--- config.mk ---
export PLATFORM = sky130hd
export DESIGN_NAME = instr_decode_stage
export DESIGN_NICKNAME = d
export VERILOG_FILES = /design/src/rtl/instr_decode_stage_pkg.sv /design/src/rtl/instr_decode_stage_comb.sv /design/src/rtl/instr_decode_stage.sv
export SDC_FILE = /design/constraint.sdc
export NUM_CORES = 1
export LEC_CHECK = 0
export ABC_CLOCK_PERIOD_IN_PS = 3930
export CORE_UTILIZATION = 55
export CTS_CLUSTER_SIZE = 12
export DETAILED_ROUTE_END_ITERATION = 16
export MAX_ROUTING_LAYER = met4
export PLACE_DENSITY = 0.85
export SETUP_SLACK_MARGIN = 0.02
export SLEW_MARGIN = 20
export SYNTH_ARGS = -nofsm -noshare
export SYNTH_HDL_FRONTEND = slang
export SYNTH_SLANG_ARGS = --single-unit
export TNS_END_PERCENT = 50
--- constraint.sdc ---
create_clock -name clk -period 3.93 [get_ports clk]
set_input_delay 0.393 -clock clk [delete_from_list [all_inputs] [get_ports clk]]
set_output_delay 0.393 -clock clk [all_outputs]
set_load 0.005 [all_outputs]
--- src/rtl/instr_decode_stage_pkg.sv ---
// rtl/instr_decode_stage_pkg.sv - shared opcode, aluop, condition and decoded-bundle types
package instr_decode_stage_pkg;

    localparam int XLEN   = 32;
    localparam int REG_AW = 5;

    localparam int OP_MSB  = 31;
    localparam int OP_LSB  = 25;
    localparam int RD_MSB  = 24;
    localparam int RD_LSB  = 20;
    localparam int RS1_MSB = 19;
    localparam int RS1_LSB = 15;
    localparam int RS2_MSB = 14;
    localparam int RS2_LSB = 10;
    localparam int IMM_I_MSB = 14;
    localparam int IMM_B_MSB = 24;

    // Register/immediate ALU pairs sit at even/odd codes so op[6:1] is the aluop.
    typedef enum logic [6:0] {
        OP_ADD  = 7'h00, OP_ADDI = 7'h01, OP_SUB  = 7'h02, OP_SUBI = 7'h03,
        OP_MUL  = 7'h04, OP_MULI = 7'h05, OP_DIV  = 7'h06, OP_DIVI = 7'h07,
        OP_CMP  = 7'h08, OP_CMPI = 7'h09, OP_AND  = 7'h0A, OP_ANDI = 7'h0B,
        OP_OR   = 7'h0C, OP_ORI  = 7'h0D, OP_XOR  = 7'h0E, OP_XORI = 7'h0F,
        OP_LSL  = 7'h10, OP_LSLI = 7'h11, OP_LSR  = 7'h12, OP_LSRI = 7'h13,
        OP_MOV  = 7'h14, OP_MOVI = 7'h15, OP_NOT  = 7'h16, OP_LDR  = 7'h17,
        OP_STR  = 7'h18, OP_BR   = 7'h19, OP_B    = 7'h1A, OP_BEQ  = 7'h1B,
        OP_BNE  = 7'h1C, OP_BGT  = 7'h1D, OP_BGE  = 7'h1E, OP_BLT  = 7'h1F,
        OP_BLE  = 7'h20, OP_BREQ = 7'h21, OP_BRNE = 7'h22, OP_BRGT = 7'h23,
        OP_BRGE = 7'h24, OP_BRLT = 7'h25, OP_BRLE = 7'h26
    } opcode_t;

    typedef enum logic [5:0] {
        ALU_ADD = 6'd0, ALU_SUB = 6'd1, ALU_MUL = 6'd2,  ALU_DIV = 6'd3,
        ALU_CMP = 6'd4, ALU_AND = 6'd5, ALU_OR  = 6'd6,  ALU_XOR = 6'd7,
        ALU_LSL = 6'd8, ALU_LSR = 6'd9, ALU_MOV = 6'd10, ALU_NOT = 6'd11,
        ALU_B   = 6'd12, ALU_BR = 6'd13
    } aluop_t;

    typedef enum logic [2:0] {
        COND_AL = 3'd0, COND_EQ = 3'd1, COND_NE = 3'd2, COND_GT = 3'd3,
        COND_GE = 3'd4, COND_LT = 3'd5, COND_LE = 3'd6
    } cond_t;

    typedef struct packed {
        aluop_t            aluop;
        cond_t             cond;
        logic [REG_AW-1:0] rd;
        logic [REG_AW-1:0] rs1;
        logic [REG_AW-1:0] rs2;
        logic [XLEN-1:0]   imm;
        logic              use_imm;
        logic              reg_we;
        logic              mem_rd;
        logic              mem_wr;
        logic              branch;
        logic              illegal;
    } decoded_t;

endpackage

--- src/rtl/instr_decode_stage_comb.sv ---
// rtl/instr_decode_stage_comb.sv - combinational instruction word to decoded bundle
module instr_decode_comb
    import instr_decode_stage_pkg::*;
(
    input  logic [XLEN-1:0] instr,
    output decoded_t        dec
);

    logic [6:0]        op;
    logic [REG_AW-1:0] f_rd;
    logic [REG_AW-1:0] f_rs1;
    logic [REG_AW-1:0] f_rs2;
    logic [XLEN-1:0]   imm_i;
    logic [XLEN-1:0]   imm_b;

    assign op    = instr[OP_MSB:OP_LSB];
    assign f_rd  = instr[RD_MSB:RD_LSB];
    assign f_rs1 = instr[RS1_MSB:RS1_LSB];
    assign f_rs2 = instr[RS2_MSB:RS2_LSB];
    assign imm_i = {{(XLEN-IMM_I_MSB-1){instr[IMM_I_MSB]}}, instr[IMM_I_MSB:0]};
    assign imm_b = {{(XLEN-IMM_B_MSB-1){instr[IMM_B_MSB]}}, instr[IMM_B_MSB:0]};

    always_comb begin
        dec = '0;
        if (op <= OP_MOVI) begin
            dec.aluop   = aluop_t'(op[6:1]);
            dec.use_imm = op[0];
            dec.rd      = f_rd;
            dec.rs1     = f_rs1;
            dec.reg_we  = (op[6:1] != 6'(ALU_CMP));
            if (op[0]) dec.imm = imm_i;
            else       dec.rs2 = f_rs2;
        end else begin
            case (op)
                OP_NOT: begin
                    dec.aluop  = ALU_NOT;
                    dec.rd     = f_rd;
                    dec.rs1    = f_rs1;
                    dec.reg_we = 1'b1;
                end
                OP_LDR: begin
                    dec.aluop   = ALU_ADD;
                    dec.rd      = f_rd;
                    dec.rs1     = f_rs1;
                    dec.imm     = imm_i;
                    dec.use_imm = 1'b1;
                    dec.reg_we  = 1'b1;
                    dec.mem_rd  = 1'b1;
                end
                OP_STR: begin
                    // store-data register lives in the rd field but is read, so it goes out on rs2
                    dec.aluop   = ALU_ADD;
                    dec.rs1     = f_rs1;
                    dec.rs2     = f_rd;
                    dec.imm     = imm_i;
                    dec.use_imm = 1'b1;
                    dec.mem_wr  = 1'b1;
                end
                OP_BR: begin
                    dec.aluop  = ALU_BR;
                    dec.cond   = COND_AL;
                    dec.rs1    = f_rs1;
                    dec.branch = 1'b1;
                end
                default: begin
                    if (op >= OP_B && op <= OP_BLE) begin
                        dec.aluop  = ALU_B;
                        dec.cond   = cond_t'(3'(op - OP_B));
                        dec.imm    = imm_b;
                        dec.branch = 1'b1;
                    end else if (op >= OP_BREQ && op <= OP_BRLE) begin
                        dec.aluop  = ALU_BR;
                        dec.cond   = cond_t'(3'(op - OP_BREQ + 7'd1));
                        dec.rs1    = f_rs1;
                        dec.branch = 1'b1;
                    end else begin
                        dec.illegal = 1'b1;
                    end
                end
            endcase
        end
    end

endmodule

--- src/rtl/instr_decode_stage.sv ---
// rtl/instr_decode_stage.sv - decode stage with registered output and one-entry skid buffer
module instr_decode_stage
    import instr_decode_stage_pkg::*;
(
    input  logic              clk,
    input  logic              n_rst,
    input  logic              flush,
    input  logic              in_valid,
    output logic              in_ready,
    input  logic [XLEN-1:0]   in_instr,
    input  logic [XLEN-1:0]   in_pc,
    output logic              out_valid,
    input  logic              out_ready,
    output logic [XLEN-1:0]   out_pc,
    output logic [5:0]        out_aluop,
    output logic [2:0]        out_cond,
    output logic [REG_AW-1:0] out_rd,
    output logic [REG_AW-1:0] out_rs1,
    output logic [REG_AW-1:0] out_rs2,
    output logic [XLEN-1:0]   out_imm,
    output logic              out_use_imm,
    output logic              out_reg_we,
    output logic              out_mem_rd,
    output logic              out_mem_wr,
    output logic              out_branch,
    output logic              out_illegal
);

    typedef enum logic [1:0] {ST_EMPTY, ST_ONE, ST_FULL} state_t;

    state_t          state, state_nxt;
    decoded_t        in_dec, out_dec, skid_dec;
    logic [XLEN-1:0] skid_pc;
    logic            accept, drain;
    logic            load_out, load_skid, out_from_skid;

    instr_decode_comb u_comb (
        .instr (in_instr),
        .dec   (in_dec)
    );

    assign out_valid = (state != ST_EMPTY);
    assign in_ready  = (state != ST_FULL);
    assign accept    = in_valid & in_ready;
    assign drain     = out_valid & out_ready;

    always_comb begin
        state_nxt     = state;
        load_out      = 1'b0;
        load_skid     = 1'b0;
        out_from_skid = 1'b0;
        case (state)
            ST_EMPTY: if (accept) begin
                state_nxt = ST_ONE;
                load_out  = 1'b1;
            end
            ST_ONE: begin
                if (accept && drain) begin
                    load_out = 1'b1;
                end else if (drain) begin
                    state_nxt = ST_EMPTY;
                end else if (accept) begin
                    state_nxt = ST_FULL;
                    load_skid = 1'b1;
                end
            end
            ST_FULL: if (drain) begin
                state_nxt     = ST_ONE;
                load_out      = 1'b1;
                out_from_skid = 1'b1;
            end
            default: state_nxt = ST_EMPTY;
        endcase
        if (flush) begin
            state_nxt = ST_EMPTY;
            load_out  = 1'b0;
            load_skid = 1'b0;
        end
    end

    always_ff @(posedge clk or negedge n_rst) begin
        if (!n_rst) begin
            state    <= ST_EMPTY;
            out_pc   <= '0;
            out_dec  <= '0;
            skid_pc  <= '0;
            skid_dec <= '0;
        end else begin
            state <= state_nxt;
            if (load_out) begin
                out_pc  <= out_from_skid ? skid_pc  : in_pc;
                out_dec <= out_from_skid ? skid_dec : in_dec;
            end
            if (load_skid) begin
                skid_pc  <= in_pc;
                skid_dec <= in_dec;
            end
        end
    end

    assign out_aluop   = out_dec.aluop;
    assign out_cond    = out_dec.cond;
    assign out_rd      = out_dec.rd;
    assign out_rs1     = out_dec.rs1;
    assign out_rs2     = out_dec.rs2;
    assign out_imm     = out_dec.imm;
    assign out_use_imm = out_dec.use_imm;
    assign out_reg_we  = out_dec.reg_we;
    assign out_mem_rd  = out_dec.mem_rd;
    assign out_mem_wr  = out_dec.mem_wr;
    assign out_branch  = out_dec.branch;
    assign out_illegal = out_dec.illegal;

endmodule

==> results.sh <==
export IMPL_status="completed"
export IMPL_clock_fmax_mhz=364
export IMPL_synth_area_um2=7960
export IMPL_dp_slack_ns=0.843
export IMPL_final_cell_area_um2=10300
export IMPL_crit_path_max_fanout=13
export IMPL_fin_crit_sh=0.698
export IMPL_fillers=1011
export IMPL_wl_per_cell_um=17.8
export IMPL_cts_buffers=17
export IMPL_first_pass_iters=5
export IMPL_slowest_stage="nor3_1"
export IMPL_min_path_type="input port to async pin"
export IMPL_path_buf_inv=3
export IMPL_ys_types=51
export IMPL_io_buffers=164
export IMPL_dieArea_um2=15000
export IMPL_end_kind="register"
export IMPL_leakage_nw=4.61
export IMPL_ant_nets=0
export IMPL_reg2reg_setup_slack_ns=1.70
export IMPL_post_cts_buffers=0
export IMPL_syn_avg_cell_area_um2=9.20
export IMPL_fin_crit_ns=2.74
export IMPL_path_cells="clkdlybuf4s50_1 > buf_4 > inv_1 > ha_1 > a211o_1 > and2_1 > nor3_1 > a22oi_1 > o211ai_1"
export IMPL_rsz0062_at_grt="false"
export IMPL_finalSetupViolCount=0
export IMPL_clk_path_buf_depth=2
export IMPL_cts_root_buf="clkbuf_16"
export IMPL_grt_pass1_vias=6651
export IMPL_overflow=0
export IMPL_grt_usage=0.302
export IMPL_clock_sinks=176
export IMPL_ff2ff_path_depth=7
export IMPL_grt_max_degree=86
export IMPL_final_cell_mix="nand2_1, dfrtp_1, clkdlybuf4s50_1"
export IMPL_seq_area_frac_synth=0.553
export IMPL_coreArea_um2=14000
export IMPL_yosys_most_used_dff="dfrtp_1"
export IMPL_drive_gt1_frac=0.0667
export IMPL_antenna_cells=0
export IMPL_placedCellCount=1153
export IMPL_hold_viol_final=0
export IMPL_relSlewSlack=0.486
export IMPL_drc=0
export IMPL_ir_worst_vdd_v=0.000345
export IMPL_synthCells=866
export IMPL_clk_pin_slew_ns=0.06
export IMPL_synthesis_nets=939
export IMPL_reg2reg_to="out_pc[31]"
export IMPL_async_reset_ff_frac=1.00
export IMPL_fin_cells=1184
export IMPL_layout_commonest_cell="nand2_1"
export IMPL_path_class="input port to register"
export IMPL_tightest_slew_ns=0.771
export IMPL_clkLatencyLatePin_ns=0.42
export IMPL_slew_violations=0
export IMPL_syn2layout_area_growth_pct=28.8
export IMPL_setup_ws_ns=1.19
export IMPL_io_pins=165
export IMPL_critPathMaxStageDelay_ns=0.59
export IMPL_arrival_ns=3.07
export IMPL_nNetsFinal=1065
export IMPL_path_depth=9
export IMPL_drv_cap=0
export IMPL_timing_rr_start="state[1]"
export IMPL_grt_pass1_wl_um=33700
export IMPL_cts_hold_buf=0
export IMPL_synth_edf_count=0
export IMPL_num_vias=7033
export IMPL_hpwl_um=13300
export IMPL_dpl_cell_area_um2=9670
export IMPL_fin_setup_tns_ns=0
export IMPL_die_height_um=122
export IMPL_crit_family="compound AO/OA/AOI/OAI gates"
export IMPL_h_tree_depth=4
export IMPL_p_per_area_nw_per_um2=476
export IMPL_skew_ns=0.00586
export IMPL_critical_path_required_ns=4.26
export IMPL_ctsResizeCount=0
export IMPL_die_width_um=122
export IMPL_drt_iter0_markers=842
export IMPL_start_kind="input port"
export IMPL_ys_seq_elements=176
export IMPL_yosysWarnings=0
export IMPL_place_congestion=0.867
export IMPL_cts_tree="built"
export IMPL_via_per_inst=5.94
export IMPL_row_count=43
export IMPL_routed_wl_um=21100
export IMPL_antenna_found_initial=0
export IMPL_start_util=0.569
sequential cells by signal, summed over array words and instances (netlist names), 3 cells and up:
signal,count
out_aluop,6
out_cond,3
out_imm,25
out_pc,32
out_rd,5
out_rs1,5
out_rs2,5
skid_dec,55
skid_pc,32
metal layers:
metal  wire (um)  track usage
met1        9020        0.414
met5           0            -
met3        1400       0.0586
met4         554        0.114
met2       10100        0.447
worst register-to-register path: stages (launching register included):
cell	delay, ns
dfrtp_1	0.42
nor2b_1	0.30
nand2_2	0.15
a21oi_4	0.16
buf_4	0.37
buf_4	0.49
nor2_1	0.09
a31oi_1	0.16
how the worst max path moves through the flow:
| stage | from | endpoint | slack (ns) |
|---|---|---|---|
| final | in_instr[26] | out_rs2[4] | 1.19 |
| after floorplan | in_instr[26] | out_cond[1] | 1.76 |
| after detailed placement | in_instr[25] | skid_dec[24] | 0.84 |
| after global routing | in_instr[26] | out_rs2[4] | 1.02 |
| after CTS | in_instr[26] | out_rs2[4] | 1.26 |
| after global placement | in_instr[25] | out_imm[15] | 0.91 |
metrics by stage:
stage | total power [mW] | hold WS, ns | utilization
5_1_grt | 5.10 | 0.0718 | 0.733
6_report | 4.89 | 0.0196 | 0.733
3_5_place_dp | 3.20 | 0.462 | 0.691
4_1_cts | 4.90 | 0.0472 | 0.733
2_1_floorplan | 2.65 | 0.0974 | -
3_3_place_gp | 3.16 | 0.451 | 0.691
power by group:
part           switching, mW  total (mW)  leakage (nW)  internal [mW]
clock                  0.662        1.71         0.285           1.05
combinational          0.407       0.913          2.11          0.506
sequential             0.168        2.26          2.22           2.10
total                   1.24        4.89          4.61           3.65
logic make-up (layout without fill, tap and decap cells):
family                   Yosys count  in the layout  synth area share
multiplexers                       6              6           0.00848
AND/OR/NAND/NOR                  383            383             0.211
flip-flops                       176            176             0.553
XOR/XNOR                           1              1           0.00110
adder cells (fa/ha/maj)            4              4           0.00628
buffers and inverters             76            214            0.0437
AO/OA/AOI/OAI                    220            220             0.177
cells in the mapped netlist (all sizes together), types with 2 or more instances:
cell | instances | area share
inv | 3 | 0.0014
nand3b | 2 | 0.0019
o211a | 4 | 0.0060
a21oi | 75 | 0.049
a221o | 8 | 0.010
nor2 | 66 | 0.031
a211o | 2 | 0.0022
or2 | 3 | 0.0024
or4b | 2 | 0.0035
clkbuf | 46 | 0.022
o22a | 2 | 0.0022
o21ai | 52 | 0.033
nand2 | 219 | 0.10
or3 | 12 | 0.0094
a22o | 20 | 0.022
mux2 | 6 | 0.0085
ha | 4 | 0.0063
a21o | 3 | 0.0028
a22oi | 5 | 0.0047
nand3 | 28 | 0.018
nor2b | 3 | 0.0024
and3 | 24 | 0.019
buf | 27 | 0.020
a31oi | 33 | 0.026
dfrtp | 176 | 0.55
nor3 | 9 | 0.0063
and2 | 6 | 0.0047
o211ai | 9 | 0.0085
nand2b | 4 | 0.0041
area by class of cell:
class                           instances  area, um^2  area share
Clock buffer                           26         489      0.0477
Multi-Input combinational cell        614        3240       0.316
Inverter                                3        11.3     0.00110
Tap cell                              180         225      0.0220
Clock inverter                          5         103      0.0100
Sequential cell                       176        4400       0.429
Timing Repair Buffer                  180        1790       0.174
No activity file was read; power rests on OpenSTA's default activity.
